[src/rtl/pwm_pkg.sv]
// Shared PWM definitions: ramp FSM state encoding and default datapath widths.
package pwm_pkg;

   localparam int unsigned DW_DEF = 16;
   localparam int unsigned IW_DEF = 16;

   typedef enum logic [1:0] {
      IDLE = 2'd0,
      RAMP = 2'd1,
      DONE = 2'd2
   } state_e;

endpackage : pwm_pkg

[src/rtl/pwm_sat_step.sv]
// Combinational step of a duty value toward a target, saturating at the target (no wrap).
module pwm_sat_step #(
   parameter int unsigned DW = pwm_pkg::DW_DEF
) (
   input  logic [DW-1:0] cur_i,
   input  logic [DW-1:0] tgt_i,
   input  logic [DW-1:0] step_i,
   output logic [DW-1:0] next_c_o
);

   logic [DW:0] sum_c;
   logic [DW:0] diff_c;
   logic [DW:0] tgt_x_c;

   assign sum_c   = {1'b0, cur_i} + {1'b0, step_i};
   assign diff_c  = {1'b0, cur_i} - {1'b0, step_i};
   assign tgt_x_c = {1'b0, tgt_i};

   // Extra bit catches carry/borrow so the step clamps at the target instead of wrapping.
   always_comb begin
      next_c_o = tgt_i;
      if (step_i != '0) begin
         if (tgt_i > cur_i) begin
            if (sum_c < tgt_x_c) next_c_o = sum_c[DW-1:0];
         end else if (tgt_i < cur_i) begin
            if (!diff_c[DW] && (diff_c > tgt_x_c)) next_c_o = diff_c[DW-1:0];
         end
      end
   end

endmodule : pwm_sat_step

[src/rtl/pwm_dc_ramp.sv]
// Duty-cycle soft-start generator: steps o_DC toward a latched target at a fixed interval,
// emitting each new value as a one-cycle valid pulse for the downstream PWM timer.
module pwm_dc_ramp
   import pwm_pkg::*;
#(
   parameter int unsigned DW = DW_DEF,
   parameter int unsigned IW = IW_DEF
) (
   input  logic          i_clk,
   input  logic          i_rst,
   input  logic          i_start,
   input  logic          i_preset,
   input  logic          i_abort,
   input  logic [DW-1:0] i_target,
   input  logic [DW-1:0] i_step,
   input  logic [IW-1:0] i_interval,
   output logic [DW-1:0] o_DC,
   output logic          o_DC_valid,
   output logic          o_busy,
   output logic          o_done
);

   state_e        state_q, state_d;
   logic [DW-1:0] dc_q, dc_d;
   logic [DW-1:0] tgt_q, tgt_d;
   logic [DW-1:0] step_q, step_d;
   logic [IW-1:0] ivl_q, ivl_d;
   logic [IW-1:0] cnt_q, cnt_d;
   logic          valid_q, valid_d;
   logic          busy_q, busy_d;
   logic          done_q, done_d;
   logic [DW-1:0] next_c;

   pwm_sat_step #(.DW(DW)) u_sat_step (
      .cur_i    (dc_q),
      .tgt_i    (tgt_q),
      .step_i   (step_q),
      .next_c_o (next_c)
   );

   always_ff @(posedge i_clk or negedge i_rst) begin
      if (!i_rst) begin
         state_q <= IDLE;
         dc_q    <= '0;
         tgt_q   <= '0;
         step_q  <= '0;
         ivl_q   <= '0;
         cnt_q   <= '0;
         valid_q <= 1'b0;
         busy_q  <= 1'b0;
         done_q  <= 1'b0;
      end else begin
         state_q <= state_d;
         dc_q    <= dc_d;
         tgt_q   <= tgt_d;
         step_q  <= step_d;
         ivl_q   <= ivl_d;
         cnt_q   <= cnt_d;
         valid_q <= valid_d;
         busy_q  <= busy_d;
         done_q  <= done_d;
      end
   end

   // Next-state and output logic; abort always wins and never produces a valid or done.
   always_comb begin
      state_d = state_q;
      dc_d    = dc_q;
      tgt_d   = tgt_q;
      step_d  = step_q;
      ivl_d   = ivl_q;
      cnt_d   = cnt_q;
      valid_d = 1'b0;
      done_d  = 1'b0;

      unique case (state_q)
         IDLE: begin
            if (i_abort) begin
               state_d = IDLE;
            end else if (i_preset) begin
               dc_d    = i_target;
               valid_d = 1'b1;
            end else if (i_start) begin
               tgt_d   = i_target;
               step_d  = i_step;
               ivl_d   = i_interval;
               cnt_d   = i_interval;
               state_d = (i_target == dc_q) ? DONE : RAMP;
            end
         end
         RAMP: begin
            if (i_abort) begin
               state_d = IDLE;
            end else if (cnt_q != '0) begin
               cnt_d = cnt_q - IW'(1);
            end else begin
               dc_d    = next_c;
               valid_d = 1'b1;
               cnt_d   = ivl_q;
               if (next_c == tgt_q) state_d = DONE;
            end
         end
         DONE: begin
            state_d = IDLE;
            done_d  = !i_abort;
         end
         default: state_d = IDLE;
      endcase

      busy_d = (state_d == RAMP);
   end

   assign o_DC       = dc_q;
   assign o_DC_valid = valid_q;
   assign o_busy     = busy_q;
   assign o_done     = done_q;

endmodule : pwm_dc_ramp

[config.mk]
export PLATFORM = sky130hd
export DESIGN_NAME = pwm_dc_ramp
export DESIGN_NICKNAME = d
export VERILOG_FILES = /design/src/rtl/pwm_pkg.sv /design/src/rtl/pwm_sat_step.sv /design/src/rtl/pwm_dc_ramp.sv
export SDC_FILE = /design/constraint.sdc
export NUM_CORES = 1
export LEC_CHECK = 0
export CELL_PAD_IN_SITES_DETAIL_PLACEMENT = 0
export CELL_PAD_IN_SITES_GLOBAL_PLACEMENT = 1
export CORE_MARGIN = 4
export CORE_UTILIZATION = 46
export CTS_BUF_LIST = sky130_fd_sc_hd__clkbuf_4
export DETAILED_ROUTE_END_ITERATION = 10
export HOLD_SLACK_MARGIN = 0.03
export PLACE_DENSITY_LB_ADDON = 0.1
export SLEW_MARGIN = 25
export SYNTH_ARGS = -nofsm -noshare
export SYNTH_HDL_FRONTEND = slang
export SYNTH_SLANG_ARGS = --single-unit
[constraint.sdc]
create_clock -name i_clk -period 5.38 [get_ports i_clk]
set_input_delay 1.076 -clock i_clk [delete_from_list [all_inputs] [get_ports i_clk]]
set_output_delay 1.076 -clock i_clk [all_outputs]
set_load 0.01 [all_outputs]
==> results of run 1 <==
## cells in the mapped netlist, types with 6 or more instances
| master | count |
|---|---|
| nand2_1 | 92 |
| nand3_1 | 11 |
| dfrtp_1 | 85 |
| ha_1 | 81 |
| o22ai_1 | 8 |
| o21ai_0 | 67 |
| buf_6 | 6 |
| o211ai_1 | 11 |
| clkbuf_1 | 32 |
| a22oi_1 | 6 |
| a211oi_1 | 23 |
| a31oi_1 | 16 |
| o21ai_1 | 14 |
| mux2_2 | 17 |
| xnor2_1 | 37 |
| nor4_1 | 17 |
| a21o_1 | 9 |
| inv_1 | 76 |
| o221ai_1 | 12 |
| xor2_1 | 21 |
| nand2b_1 | 18 |
| nor2_1 | 75 |
| a21oi_1 | 69 |
| nor3_1 | 22 |
| nand4_1 | 12 |
## worst max-delay path by stage
stage,start,end,slack (ns)
after floorplan,o_DC[4],state_q[1],0.64
final,o_DC[0],o_DC[3],0.31
after global routing,o_DC[0],state_q[1],0.0007
after CTS,o_DC[0],state_q[1],0.10
after global placement,o_DC[0],state_q[1],0.18
after detailed placement,o_DC[0],state_q[1],0.13
## layout make-up
class / count / area, um^2 / area share, %
clock inverters: 7 / 62.6 / 0.693
clock buffers: 9 / 67.6 / 0.748
flip-flops and latches: 85 / 2130 / 23.6
diodes: 5 / 12.5 / 0.139
multi-input cells: 747 / 5230 / 57.9
inverters: 81 / 304 / 3.37
repair buffers: 103 / 948 / 10.5
well taps: 220 / 275 / 3.05
## layout by cell type (no fill, tap or decap), types with 5 or more instances in the layout
| master | count |
|---|---|
| clkbuf_4 | 9 |
| nand4_1 | 12 |
| or3_1 | 5 |
| o21ai_0 | 67 |
| o22ai_1 | 8 |
| nand3_1 | 11 |
| a21o_1 | 9 |
| clkdlybuf4s50_1 | 70 |
| a22oi_1 | 6 |
| nand2_1 | 92 |
| nor2_1 | 75 |
| dfrtp_1 | 84 |
| a211o_1 | 5 |
| xor2_1 | 21 |
| xnor2_1 | 37 |
| ha_1 | 81 |
| diode_2 | 5 |
| o31ai_1 | 5 |
| buf_4 | 33 |
| a31oi_1 | 16 |
| a211oi_1 | 23 |
| nand2b_1 | 17 |
| o221ai_1 | 12 |
| o211ai_1 | 11 |
| a21oi_1 | 68 |
| a221oi_1 | 5 |
| nor4_1 | 15 |
| o21ai_1 | 14 |
| nor2b_1 | 5 |
| mux2_2 | 17 |
| nor3_1 | 21 |
| inv_1 | 76 |
## kinds of logic after synthesis
| kind of cell | share of synthesized area [%] |
|---|---|
| AO/OA/AOI/OAI | 24.7 |
| flip-flops | 27.1 |
| AND/OR/NAND/NOR | 17.9 |
| multiplexers | 2.95 |
| XOR/XNOR | 7.05 |
| adder cells (fa/ha/maj) | 13.4 |
| buffers and inverters | 6.91 |
## sequential cells by signal, summed over array words and instances, names as in the netlist
| name | count |
|---|---|
| step_q | 16 |
| o_DC_valid | 1 |
| ivl_q | 16 |
| o_done | 1 |
| cnt_q | 16 |
| tgt_q | 16 |
| o_DC | 16 |
| o_busy | 1 |
| state_q | 2 |
## power groups by stage
stage	Combinational, uW	Sequential (uW)	Clock [uW]
global route	3820	991	421
CTS	3390	966	392
finish	3500	971	380
floorplan	2350	934	0
detailed placement	3360	979	0
global placement	3380	975	0
## through the flow
step | util (%) | cells | hold slack [ns] | total power (uW)
2_1_floorplan | - | 958 | 0.475 | 3290
3_5_place_dp | 53.2 | 1235 | 0.494 | 4340
5_1_grt | 54.3 | 1257 | 0.551 | 5240
3_3_place_gp | 53.2 | 1235 | 0.486 | 4350
6_report | 54.3 | 1257 | 0.527 | 4850
4_1_cts | 54.0 | 1251 | 0.529 | 4750
## worst register-to-register path, cell delays in order, from the launching register on
cell       delay [ns]
dfrtp_2          0.46
inv_1            0.08
ha_1             0.23
fa_1             0.40
nand2b_1         0.20
a2111oi_2        0.34
buf_4            0.19
o21ai_1          0.18
o21ai_0          0.25
xnor2_1          0.25
inv_1            0.14
ha_1             0.34
nand4_1          0.13
nor3_1           0.24
a221oi_1         0.13
and3_1           0.19
nor4_4           0.18
buf_4            0.25
nor2_1           0.06
nor2_1           0.08
buf_4            0.22
o221ai_1         0.18
a31oi_1          0.26
## what timing repair did
action / in CTS / in global routing
hold buffers: 0 / 0
setup buffers: 0 / 1
endpoints found under the setup margin: 0 / 15
resized for setup: 0 / 7
## metal layers
layer | track usage, % | share of wire (%) | vias to the layer above
met4 | 7.52 | 2.4 | 0
met2 | 40.9 | 43 | 252
met1 | 40.9 | 48 | 3660
met3 | 5.90 | 6.5 | 44
li1 | - | - | 3608
met5 | 0 | 0 | -
==> impl_metrics.csv, run 1 <==
group,metric,value,unit
status,outcome,"complete, no violations",
detailed_routing,routed_via_density,6.02,
clock_tree,htreeDepth,3,
synthesis,syn_nets,1094,
power_and_ir_drop,switching_share,52.8,%
timing,finClkSkew,0.0266,ns
critical_path,reg2reg_setup_slack,0.31,ns
timing,post-route-min-period,5.07,ns
finish,drive_gt1_share,9.59,%
floorplanning,row_count,47,
detailed_routing,drc_errors,0,
synthesis,syn_area_per_cell,8.20,um^2
synthesis,synth_top_area_share,27.1,%
floorplanning,fp.coreArea,0.0166,mm^2
global_routing,grt_pass1_wl,42.1,mm
synthesis,synthTopCellsByArea,"dfrtp_1 27%, ha_1 13%, a21oi_1 4.4%, nand2_1 4.4%, o21ai_0 4.3%",
clock_tree,clock_latency,0.50,ns
detailed_routing,ant_nets,0,
critical_path,cp_num_cells,22,
min_path,hold_start,"ivl_q[1]",
finish,nNetsFinal,1163,
placement,placed_area,0.00885,mm^2
finish,fillers,1637,
floorplanning,boundaryPins,72,
timing,drv_slew,0,
synthesis,synth_top_area_cell,"dfrtp_1",
finish,area_growth_syn_to_layout,14.9,%
placement,place_congestion,0.975,
critical_path,worst_setup_path_end_kind,"register",
critical_path,crit_buf_inv,5,
detailed_routing,first_pass_iters,5,
synthesis,synth_ff_type,"dfrtp_1",
min_path,hold_class,"register to register",
global_routing,grt_pass1_vias,7264,
finish,post-route-cell-area,0.00903,mm^2
min_path,holdPathEnd,"ivl_q[1]",
critical_path,crit_path_start_kind,"register",
power_and_ir_drop,p_per_area,537,mW/mm^2
timing,layout_setup_ws,0.312,ns
placement,numPortBuffers,71,
critical_path,critPathMaxStageDelay,0.46,ns
synthesis,synth_edf_count,0,
synthesis,ys_seq_elements,85,
placement,place_ws,0.130,ns
timing,tightestPinTransition,1.03,ns
timing,fmax,197,MHz
global_routing,grt_max_degree,52,
clock_tree,cts_tree,"yes",
clock_tree,cts-buffers-inserted,9,
timing,slew_headroom,30.8,%
global_routing,gr-total-overflow,0,
timing,grt_setup_unrepaired,"false",
detailed_routing,wire_per_inst,21.4,um
synthesis,ys_async_sr_fraction,100,%
critical_path,regToRegEndpoint,"o_DC[3]",
synthesis,syn_inst,958,
detailed_routing,drtIter0Drc,698,
timing,hold_violations,0,
power_and_ir_drop,p_seq_share,20.0,%
detailed_routing,dr_total_vias,7564,
critical_path,cp_common_cell,"buf_4",
timing,finalSetupTns,0,ns
critical_path,critPathTopFamily,"compound AO/OA/AOI/OAI gates",
power_and_ir_drop,ir_drop,0.000197,V
synthesis,ys_seq_area_share,27.1,%
clock_tree,clock-sinks,85,
min_path,min_delay_path_depth,1,
detailed_routing,drt_wl_total,26.9,mm
global_routing,antenna_found_initial,1,
critical_path,worst_ep_arrival_time,5.48,ns
timing,finalCritPeriodShare,94.2,%
critical_path,crit_path_top_delay_cell,"dfrtp_2",
floorplanning,fp.dieH,139,um
critical_path,path_cells,"inv_1, ha_1, fa_1, nand2b_1, a2111oi_2, buf_4, o21ai_1, o21ai_0, xnor2_1, inv_1, ha_1, nand4_1, nor3_1, a221oi_1, and3_1, nor4_4, buf_4, nor2_1, nor2_1, buf_4, o221ai_1, a31oi_1",
clock_tree,path_clk_slew,0.15,ns
global_routing,grt_usage,27.6,%
run,cap_violations,0,
synthesis,ys_types,85,
placement,dp_hpwl,20.9,mm
floorplanning,die_area,0.0192,mm^2
critical_path,crit_required,5.79,ns
power_and_ir_drop,p_clk_share,7.8,%
power_and_ir_drop,cellLeakagePower,0.00385,uW
timing,setup_viol,0,
power_and_ir_drop,p_sw,2560,uW
power_and_ir_drop,power_frac_comb,72.1,%
critical_path,rr_worst_depth,22,
floorplanning,die_w,139,um
critical_path,path_class,"register to register",
floorplanning,initial_core_util,47.2,%
critical_path,critical_path_peak_fanout,9,
clock_tree,cts.path.max_buffers,2,
power_and_ir_drop,internal-power,2290,uW
clock_tree,cts_root_buf,"clkbuf_4",
synthesis,syn_area,0.00786,mm^2
critical_path,r2r-start,"o_DC[0]",
synthesis,yosys_warnings,0,
Note: power is estimated with default switching activity, not from simulation.
==> inputs of run 2 (changes only) <==
CORE_MARGIN = 8   (was 4)
==> impl_metrics.csv, run 2 (synthesis results as in run 1) <==
group,metric,value,unit
detailed_routing,drc_errors,0,
global_routing,antenna_found_initial,1,
critical_path,startpoint,"o_DC[0]",
finish,layout_commonest_cell,"nand2_1",
floorplanning,fp.dieH,147,um
global_routing,grt_pass1_wl,42.5,mm
detailed_routing,drtIter0Drc,662,
critical_path,worst_setup_path_end_kind,"register",
timing,finClkSkew,0.0272,ns
min_path,hold_start,"ivl_q[7]",
detailed_routing,ant_nets,0,
detailed_routing,first_pass_iters,5,
floorplanning,fp.coreArea,0.0166,mm^2
global_routing,grt_max_degree,46,
detailed_routing,wire_per_inst,21.6,um
finish,finalNonFillerCells,1248,
floorplanning,die_w,147,um
finish,nNetsFinal,1157,
timing,grt_setup_unrepaired,"false",
timing,tightestPinTransition,0.982,ns
timing,finalCritPeriodShare,94.3,%
timing,drv_slew,0,
finish,mostFrequentLayoutCells,"92 x nand2_1, 85 x dfrtp_1, 81 x ha_1",
floorplanning,row_count,47,
clock_tree,htreeDepth,3,
status,outcome,"complete, no violations",
global_routing,grt_usage,25.1,%
timing,hold_violations,0,
critical_path,crit_required,5.76,ns
timing,fin_hold_ws,0.528,ns
clock_tree,cts-buffers-inserted,9,
clock_tree,clock-sinks,85,
clock_tree,cts_root_buf,"clkbuf_4",
floorplanning,boundaryPins,72,
critical_path,critical_path_peak_fanout,20,
power_and_ir_drop,ir_drop,0.000234,V
detailed_routing,dr_total_vias,7560,
detailed_routing,drt_wl_total,26.9,mm
clock_tree,cts_tree,"yes",
floorplanning,die_area,0.0215,mm^2
placement,dp_cells,1230,
placement,place_congestion,0.972,
run,cap_violations,0,
detailed_routing,routed_via_density,6.06,
clock_tree,path_clk_slew,0.16,ns
critical_path,path_class,"register to register",
global_routing,grt_pass1_vias,7371,
clock_tree,cts.path.max_buffers,2,
timing,finalSetupTns,0,ns
critical_path,worst_ep_arrival_time,5.45,ns
placement,dp_hpwl,20.9,mm
finish,fin_util,54.2,%
timing,slew_headroom,34.6,%
placement,numPortBuffers,71,
global_routing,gr-total-overflow,0,
min_path,hold_class,"register to register",
critical_path,r2r-start,"o_DC[0]",
clock_tree,clock_latency,0.50,ns
finish,drive_gt1_share,9.26,%
timing,setup_viol,0,
timing,post-route-min-period,5.07,ns
power_and_ir_drop,p_per_area,538,mW/mm^2
timing,fmax,197,MHz
floorplanning,initial_core_util,47.2,%
finish,area_growth_syn_to_layout,14.7,%
power_and_ir_drop,cellLeakagePower,0.00384,uW
critical_path,crit_path_start_kind,"register",
[run 2: cell count changes in the layout (fill, tap and decap cells not counted), moves of 2 or more]
cell,before,now
buf_4,33,27
diode_2,5,2
a2111oi_2,2,0
inv_8,0,2
[run 2: layer usage]
| layer | part of all wire (%) | track usage (%) | wire length, um |
|---|---|---|---|
| met5 | 0 | 0 | 0 |
| met4 | 2.7 | 8.60 | 713 |
| met3 | 9.1 | 6.97 | 2440 |
| met2 | 42 | 36.5 | 11400 |
| met1 | 46 | 34.9 | 12400 |
[run 2: final timing paths]
kind | endpoint | slack (ns) | cells past startpoint
max | state_q[1] | 0.31 | 20
max reg2reg | state_q[1] | 0.31 | 20
min reg2reg | ivl_q[7] | 0.53 | 1
min | ivl_q[7] | 0.53 | 1
min in group asynchronous | step_q[7] | 0.54 | 1
max in group asynchronous | o_DC[13] | 3.79 | 2
[run 2: final cells by class]
cell class	count	area, um^2
repair buffers	97	903
well taps	220	275
flip-flops and latches	85	2130
clock buffers	9	67.6
multi-input cells	747	5270
diodes	2	5.00
fillers	1639	7630
clock inverters	7	65.1
inverters	81	304
[run 2: timing repair]
item / in CTS / in global routing
buffers inserted: 0 / 0
hold buffers: 0 / 0
hold endpoints to repair: 0 / 0
endpoints found under the setup margin: 0 / 18
gates resized for setup: 0 / 10
[run 2: worst max-delay path: stages (launching register included)]
cell       delay (ns)
dfrtp_1          0.46
ha_1             0.26
fa_1             0.41
nor2b_1          0.16
o211ai_1         0.37
a211o_1          0.21
or2b_2           0.34
a41oi_1          0.24
nand3_1          0.19
ha_1             0.34
a21o_1           0.18
a211oi_1         0.20
o21ai_0          0.13
a211oi_1         0.25
nand3_1          0.13
buf_4            0.23
a2111oi_4        0.26
a31oi_1          0.11
o21a_1           0.21
a41oi_1          0.23
nor3_2           0.05
[run 2: stage by stage]
stage	setup WS [ns]	power, uW	area [um^2]
floorplan	0.640	3290	7860
global placement	0.105	4320	8810
detailed placement	0.0841	4310	8810
CTS	0.0412	4730	8940
global route	0.0486	5240	9010
finish	0.308	4850	9010
[run 2: power breakdown]
group / switching (uW) / internal [uW] / leakage [uW] / total (uW)
sequential: 193 / 778 / 0.00103 / 971
clock: 291 / 106 / 0.0000710 / 398
combinational: 2080 / 1400 / 0.00274 / 3480
total: 2570 / 2280 / 0.00384 / 4850
